<file path="config.mk">
export PLATFORM = sky130hd
export DESIGN_NAME = dmem_arbiter_flat
export DESIGN_NICKNAME = d
export VERILOG_FILES = /design/src/rtl/dmem_arbiter_if.sv /design/src/rtl/dmem_arbiter.sv /design/src/flat_wrapper.sv
export SDC_FILE = /design/constraint.sdc
export NUM_CORES = 1
export LEC_CHECK = 0
export ABC_AREA = 1
export CORE_AREA = 2 2 115 117
export DETAILED_ROUTE_END_ITERATION = 7
export DIE_AREA = 0 0 117 119
export HOLD_SLACK_MARGIN = 0.03
export PLACE_DENSITY = 0.58
export SLEW_MARGIN = 10
export SYNTH_ARGS = -nofsm -noshare
export SYNTH_HDL_FRONTEND = slang
export SYNTH_SLANG_ARGS = --single-unit
</file>
<file path="constraint.sdc">
create_clock -name i_clk -period 2 [get_ports i_clk]
set_clock_uncertainty 0.05 [all_clocks]
set_input_delay 0.4 -clock i_clk [delete_from_list [all_inputs] [get_ports i_clk]]
set_output_delay 0.4 -clock i_clk [all_outputs]
set_load 0.01 [all_outputs]
</file>
<file path="src/rtl/dmem_arbiter_if.sv">
// dmem_arbiter_if: CPU MEM-stage, external-port and data-memory signals of the arbiter
interface dmem_arbiter_if;
  logic        cpu_rd;
  logic        cpu_wr;
  logic [31:0] cpu_addr;
  logic [31:0] cpu_wdata;
  logic [31:0] cpu_rdata;
  logic        cpu_stall;
  logic        ext_valid;
  logic        ext_we;
  logic [31:0] ext_addr;
  logic [31:0] ext_wdata;
  logic        ext_ready;
  logic        ext_rvalid;
  logic [31:0] ext_rdata;
  logic        mem_en;
  logic        mem_we;
  logic [31:0] mem_addr;
  logic [31:0] mem_wdata;
  logic [31:0] mem_rdata;
  modport slave (
    input  cpu_rd, cpu_wr, cpu_addr, cpu_wdata, ext_valid, ext_we, ext_addr, ext_wdata, mem_rdata,
    output cpu_rdata, cpu_stall, ext_ready, ext_rvalid, ext_rdata, mem_en, mem_we, mem_addr, mem_wdata
  );
  modport master (
    output cpu_rd, cpu_wr, cpu_addr, cpu_wdata, ext_valid, ext_we, ext_addr, ext_wdata, mem_rdata,
    input  cpu_rdata, cpu_stall, ext_ready, ext_rvalid, ext_rdata, mem_en, mem_we, mem_addr, mem_wdata
  );
endinterface

</file>
<file path="src/rtl/dmem_arbiter.sv">
// dmem_arbiter: shares a single-port synchronous data memory between the MEM stage and an external port
module dmem_arbiter #(
  parameter int MEM_LAT    = 1,
  parameter int STARVE_LIM = 4
) (
  input logic           i_clk,
  input logic           i_rst_n,
  dmem_arbiter_if.slave bus
);
  typedef enum logic [2:0] {IDLE, CPU_WAIT, CPU_DONE, EXT_WAIT, EXT_RESP} state_t;
  localparam logic [1:0] LAT_INIT  = (MEM_LAT > 1) ? 2'(MEM_LAT - 2) : 2'd0;
  localparam logic [3:0] STARVE_TH = 4'(STARVE_LIM);
  localparam state_t     CPU_NEXT  = (MEM_LAT == 1) ? CPU_DONE : CPU_WAIT;
  localparam state_t     EXT_NEXT  = (MEM_LAT == 1) ? EXT_RESP : EXT_WAIT;
  state_t     r_state, w_next;
  logic [1:0] r_lat, w_lat;
  logic [3:0] r_starve;
  logic       w_cpu_req, w_ext_win;
  assign w_cpu_req = bus.cpu_rd || bus.cpu_wr;
  assign w_ext_win = bus.ext_valid && (r_starve >= STARVE_TH || !w_cpu_req);
  // outputs are combinational from state, so they are gated by reset to stay quiet while it is low
  always_comb begin
    w_next         = r_state;
    w_lat          = r_lat;
    bus.cpu_rdata  = 32'h0;
    bus.cpu_stall  = 1'b0;
    bus.ext_ready  = 1'b0;
    bus.ext_rvalid = 1'b0;
    bus.ext_rdata  = 32'h0;
    bus.mem_en     = 1'b0;
    bus.mem_we     = 1'b0;
    bus.mem_addr   = 32'h0;
    bus.mem_wdata  = 32'h0;
    if (i_rst_n)
      case (r_state)
        IDLE:
          if (w_ext_win) begin
            bus.ext_ready = 1'b1;
            bus.mem_en    = 1'b1;
            bus.mem_we    = bus.ext_we;
            bus.mem_addr  = bus.ext_addr;
            bus.mem_wdata = bus.ext_wdata;
            bus.cpu_stall = w_cpu_req;
            w_next        = bus.ext_we ? IDLE : EXT_NEXT;
            w_lat         = LAT_INIT;
          end else if (w_cpu_req) begin
            bus.mem_en    = 1'b1;
            bus.mem_we    = bus.cpu_wr;
            bus.mem_addr  = bus.cpu_addr;
            bus.mem_wdata = bus.cpu_wdata;
            bus.cpu_stall = bus.cpu_rd;
            w_next        = bus.cpu_rd ? CPU_NEXT : IDLE;
            w_lat         = LAT_INIT;
          end
        CPU_WAIT: begin
          bus.cpu_stall = 1'b1;
          w_lat         = r_lat - 2'd1;
          w_next        = (r_lat == 2'd0) ? CPU_DONE : CPU_WAIT;
        end
        CPU_DONE: begin
          bus.cpu_rdata = bus.mem_rdata;
          w_next        = IDLE;
        end
        EXT_WAIT: begin
          bus.cpu_stall = w_cpu_req;
          w_lat         = r_lat - 2'd1;
          w_next        = (r_lat == 2'd0) ? EXT_RESP : EXT_WAIT;
        end
        EXT_RESP: begin
          bus.ext_rvalid = 1'b1;
          bus.ext_rdata  = bus.mem_rdata;
          bus.cpu_stall  = w_cpu_req;
          w_next         = IDLE;
        end
        default: w_next = IDLE;
      endcase
  end
  // a refused external request ages toward priority; acceptance or withdrawal restarts the count
  always_ff @(posedge i_clk or negedge i_rst_n)
    if (!i_rst_n) begin
      r_state  <= IDLE;
      r_lat    <= 2'd0;
      r_starve <= 4'd0;
    end else begin
      r_state  <= w_next;
      r_lat    <= w_lat;
      r_starve <= (bus.ext_valid && !bus.ext_ready) ? ((r_starve == 4'hf) ? r_starve : r_starve + 4'd1) : 4'd0;
    end
endmodule

</file>
<file path="src/flat_wrapper.sv">
// flat-port wrapper written by rule: the top's interface ports become plain ports
module dmem_arbiter_flat 
#(
  parameter int MEM_LAT    = 1,
  parameter int STARVE_LIM = 4
)
  (i_clk, i_rst_n, bus_cpu_rd, bus_cpu_wr, bus_cpu_addr, bus_cpu_wdata, bus_ext_valid, bus_ext_we, bus_ext_addr, bus_ext_wdata, bus_mem_rdata, bus_cpu_rdata, bus_cpu_stall, bus_ext_ready, bus_ext_rvalid, bus_ext_rdata, bus_mem_en, bus_mem_we, bus_mem_addr, bus_mem_wdata);
  dmem_arbiter_if bus_i ();
  input logic i_clk;
  input logic i_rst_n;
  input wire logic [$bits(bus_i.cpu_rd)-1:0] bus_cpu_rd;
  input wire logic [$bits(bus_i.cpu_wr)-1:0] bus_cpu_wr;
  input wire logic [$bits(bus_i.cpu_addr)-1:0] bus_cpu_addr;
  input wire logic [$bits(bus_i.cpu_wdata)-1:0] bus_cpu_wdata;
  input wire logic [$bits(bus_i.ext_valid)-1:0] bus_ext_valid;
  input wire logic [$bits(bus_i.ext_we)-1:0] bus_ext_we;
  input wire logic [$bits(bus_i.ext_addr)-1:0] bus_ext_addr;
  input wire logic [$bits(bus_i.ext_wdata)-1:0] bus_ext_wdata;
  input wire logic [$bits(bus_i.mem_rdata)-1:0] bus_mem_rdata;
  output wire logic [$bits(bus_i.cpu_rdata)-1:0] bus_cpu_rdata;
  output wire logic [$bits(bus_i.cpu_stall)-1:0] bus_cpu_stall;
  output wire logic [$bits(bus_i.ext_ready)-1:0] bus_ext_ready;
  output wire logic [$bits(bus_i.ext_rvalid)-1:0] bus_ext_rvalid;
  output wire logic [$bits(bus_i.ext_rdata)-1:0] bus_ext_rdata;
  output wire logic [$bits(bus_i.mem_en)-1:0] bus_mem_en;
  output wire logic [$bits(bus_i.mem_we)-1:0] bus_mem_we;
  output wire logic [$bits(bus_i.mem_addr)-1:0] bus_mem_addr;
  output wire logic [$bits(bus_i.mem_wdata)-1:0] bus_mem_wdata;
  assign bus_i.cpu_rd = bus_cpu_rd;
  assign bus_i.cpu_wr = bus_cpu_wr;
  assign bus_i.cpu_addr = bus_cpu_addr;
  assign bus_i.cpu_wdata = bus_cpu_wdata;
  assign bus_i.ext_valid = bus_ext_valid;
  assign bus_i.ext_we = bus_ext_we;
  assign bus_i.ext_addr = bus_ext_addr;
  assign bus_i.ext_wdata = bus_ext_wdata;
  assign bus_i.mem_rdata = bus_mem_rdata;
  assign bus_cpu_rdata = bus_i.cpu_rdata;
  assign bus_cpu_stall = bus_i.cpu_stall;
  assign bus_ext_ready = bus_i.ext_ready;
  assign bus_ext_rvalid = bus_i.ext_rvalid;
  assign bus_ext_rdata = bus_i.ext_rdata;
  assign bus_mem_en = bus_i.mem_en;
  assign bus_mem_we = bus_i.mem_we;
  assign bus_mem_addr = bus_i.mem_addr;
  assign bus_mem_wdata = bus_i.mem_wdata;
  dmem_arbiter #(.MEM_LAT(MEM_LAT), .STARVE_LIM(STARVE_LIM)) u_core (.i_clk(i_clk), .i_rst_n(i_rst_n), .bus(bus_i));
endmodule
</file>
==> Implementation_results.wiki <==
{| class="wikitable"
! Metric !! Value
|-
| Status || finished, violations left
|-
| Violated checks || setup timing
|-
| Setup crit end kind || primary output
|-
| Largest net degree at the start of global routing || 16
|-
| Detail Placement HPWL || 10300 um
|-
| Average wire per standard cell || 16.0 um
|-
| Worst EP required || 1550 ps
|-
| Count of nets after finishing || 950
|-
| Dominant combinational cell family by area after synthesis || simple AND/OR/NAND/NOR gates
|-
| Area growth from synthesis to final layout || 280%
|-
| Max FO, Critical Path || 5
|-
| Port Buffer Count || 298
|-
| Worst Setup Slack, final || -236 ps
|-
| Switching power summed over all nets || 908 uW
|-
| Placer congestion estimate || 0.918
|-
| Fraction of layout instances using a drive strength above 1 || 57.0%
|-
| Adder and majority gate portion of the synthesized area || 1.33%
|-
| IR drop worst, VDD || 250 uV
|-
| Count of maximum capacitance violations || 0
|-
| Area fraction in compound gates after synthesis || 4.33%
|-
| Post-synthesis net count || 567
|-
| Buffers from clock root to sink, at most || 2
|-
| Violation count after the first detailed-routing iteration || 129
|-
| Library cell occupying the most area in the post-synthesis netlist || nand2_1
|-
| Post-synthesis simple-gate area fraction || 64.6%
|-
| TritonCTS clock tree || yes
|-
| Pin slew with the least headroom to its limit || 195 ps
|-
| Vertical extent of the die || 119 um
|-
| Buffer cell driving the clock tree root || clkbuf_16
|-
| Clock Sinks || 9
|-
| Total power density per cell area || 334 nW/um2
|-
| Core Box Area || 12900 um2
|-
| Final-layout setup total negative slack || -15630 ps
|-
| Unrepaired setup endpoints after global routing || true
|-
| Number of top-level pins || 299
|-
| First-pass iteration count of the detailed router || 4
|-
| Global-route wire length before repair || 21200 um
|-
| Die Wd || 117 um
|-
| Setup Crit Path Kind || reg -> out
|-
| Synth top area cells || nand2_1 41%, nor2_1 15%, dfrtp_1 12%
|-
| Multiplexer area fraction after synthesis || 0%
|-
| YS warnings || 0
|-
| Number of nets with antenna violations after routing || 0
|-
| Final setup vio count || 123
|-
| Cell type group with the largest total delay on the critical path || simple AND/OR/NAND/NOR gates
|-
| Max-slew headroom || 86.9%
|-
| TritonCTS Buffers || 3
|-
| Antenna fix cells || 0
|-
| Fmax || 447 MHz
|-
| Worst hold-check path type || in -> async
|-
| Syn_area_per_cell || 4.71 um2
|-
| Static leakage || 0.00361 uW
|-
| Finished layout cell area || 7130 um2
|-
| Synth Area in XOR/XNOR || 0.466%
|-
| Total congestion overflow after global routing || 0
|-
| Starting density of the core || 14.6%
|-
| Internal power of the cells || 1470 uW
|-
| Ordered cell list for the critical path || nor2_2 -> nand2_2 -> inv_2 -> nand2_4 -> nor2_8 -> buf_12 -> buf_12 -> buf_8 -> nand2_2 -> nand2_2 -> buf_6
|-
| Number of distinct standard cells referenced by the synthesized netlist || 24
|-
| Clk Latency, worst-skew pair || 240 ps
|-
| Cell with the most instances on the worst path || nand2_2
|-
| Placed inst area || 5260 um2
|-
| Part of the total power dissipated in combinational logic || 76.5%
|-
| Sequential fraction of the synthesis area || 12.0%
|-
| Row cnt || 42
|-
| Top-area cell type share of the netlist area || 41.0%
|-
| Switching power share of the total || 38.2%
|-
| Clock period minus worst slack || 2240 ps
|-
| Routed vias || 4008
|-
| Slowest cell on the critical path || dfrtp_1
|-
| Share of the clock period used by the worst path || 112%
|-
| H-tree levels || 1
|-
| Number of global-route vias before repair || 4049
|-
| Critical path launch point type || flip-flop
|-
| Pins over their slew limit || 0
|-
| Tot GR Track Use || 19.6%
|-
| Final core utilization || 55.4%
|-
| Post-synthesis instance total || 399
|-
| Antenna violations before repair || 0
|-
| DIE AREA || 13900 um2
|-
| Clock input transition at the sequential cells of the worst setup and hold paths || 40 ps
|-
| Slowest Stage Delay on Critical Path || 380 ps
|-
| Final Hold Fails || 0
|-
| Share of total power in sequential cells || 8.5%
|-
| Via density per instance || 4.19
|-
| Worst path arrival time || 1790 ps
|-
| CTS Hold Bufs || 0
|-
| Final Total Pwr || 2380 uW
|-
| DRC violation count after routing || 0
|-
| Clk network pwr share || 15.0%
|-
| WP buf/inv || 5
|-
| Number of register bits inferred by synthesis || 9
|-
| Post-synth design cell area || 1880 um2
|-
| Routed WL || 15300 um
|}
[cell usage after synthesis]
master and number:
nand3_1 13, dfrtp_1 9, nand4_1 2, nor2_2 2
nor3_1 1, o21ai_0 9, clkinv_2 1, o22ai_1 1
nand2_1 205, clkbuf_1 3, nor2_1 73, xnor2_1 1
buf_6 6, buf_2 4, inv_2 4, or2_2 1
a21oi_1 6, inv_1 43, nand2_4 1, nor2_4 1
nand2_2 4, buf_4 6, nor2_8 1, ha_1 2
[tightest hold or removal path, delay by kind of cell]
family | cells | cell delay, ps
buf+inv | 3 | 480
[final timing paths]
check / cells past startpoint / slack (ps) / end / from
worst min register to register: 2 / 450 / u_core.r_lat[1]$_DFFE_PN0P_ / u_core.r_lat[1]$_DFFE_PN0P_
max in group asynchronous: 4 / 1350 / u_core.r_lat[1]$_DFFE_PN0P_ / i_rst_n
worst max-delay path: 11 / -240 / bus_mem_addr[12] / u_core.r_state[0]$_DFFE_PN0P_
worst max register to register: 8 / 580 / u_core.r_lat[0]$_DFFE_PN0P_ / u_core.r_state[0]$_DFFE_PN0P_
worst min-delay path: 3 / 280 / u_core.r_state[0]$_DFFE_PN0P_ / i_rst_n
min in group i_clk: 2 / 450 / u_core.r_lat[1]$_DFFE_PN0P_ / u_core.r_lat[1]$_DFFE_PN0P_
[routing by layer]
metal	track usage (%)	part of all wire [%]
met1	22.1	36
met2	37.2	53
met3	4.73	9.6
met4	2.94	1.6
met5	0	0
[stage by stage]
stage	cells	hold slack, ps	worst slack [ps]
floorplan	399	54.4	249
global placement	888	416	-913
detailed placement	888	450	-909
CTS	947	273	-305
global route	957	307	-346
finish	957	281	-236
[sequential cells by signal, summed over array words and instances (netlist names)]
name	flops
u_core.r_starve	4
u_core.r_lat	2
u_core.r_state	3
[repair_timing]
action	in CTS	in global routing
gates cloned	13	2
buffers inserted	44	21
pin swaps	36	47
setup endpoints to repair	133	133
gates resized for setup	709	289
[area by class of cell]
| class | count | area (um2) |
|---|---|---|
| fill | 1198 | 5740 |
| clock buffer | 4 | 78.8 |
| tap | 176 | 220 |
| sequential | 9 | 225 |
| inverter | 48 | 198 |
| multi-input combinational | 323 | 2260 |
| timing repair buffer | 397 | 4160 |
[cells in the final DEF, fill, tap and decap left out, types with 9 or more instances in the layout]
cell type,count
clkdlybuf4s50_1,161
buf_6,110
nand2_1,88
nand2_2,84
nor2_4,50
buf_4,44
buf_2,41
inv_1,38
nand2_4,38
nor2_2,17
buf_12,16
buf_8,11
nand3_1,10
nor2_1,9
dfrtp_1,9
[kinds of logic (layout without fill, tap and decap cells)]
| logic type | after synthesis | after routing |
|---|---|---|
| AND/OR/NAND/NOR | 304 | 304 |
| adder cells (fa/ha/maj) | 2 | 2 |
| buffers and inverters | 67 | 449 |
| XOR/XNOR | 1 | 1 |
| flip-flops | 9 | 9 |
| AO/OA/AOI/OAI | 16 | 16 |
[power by group through the flow]
stage / logic [uW] / registers [uW] / clock network, uW
finish: 1820 / 203 / 356
global route: 1930 / 204 / 383
CTS: 1610 / 203 / 365
detailed placement: 1290 / 204 / 0
global placement: 1290 / 204 / 0
floorplan: 438 / 206 / 0
(Power assumes the default switching activity.)
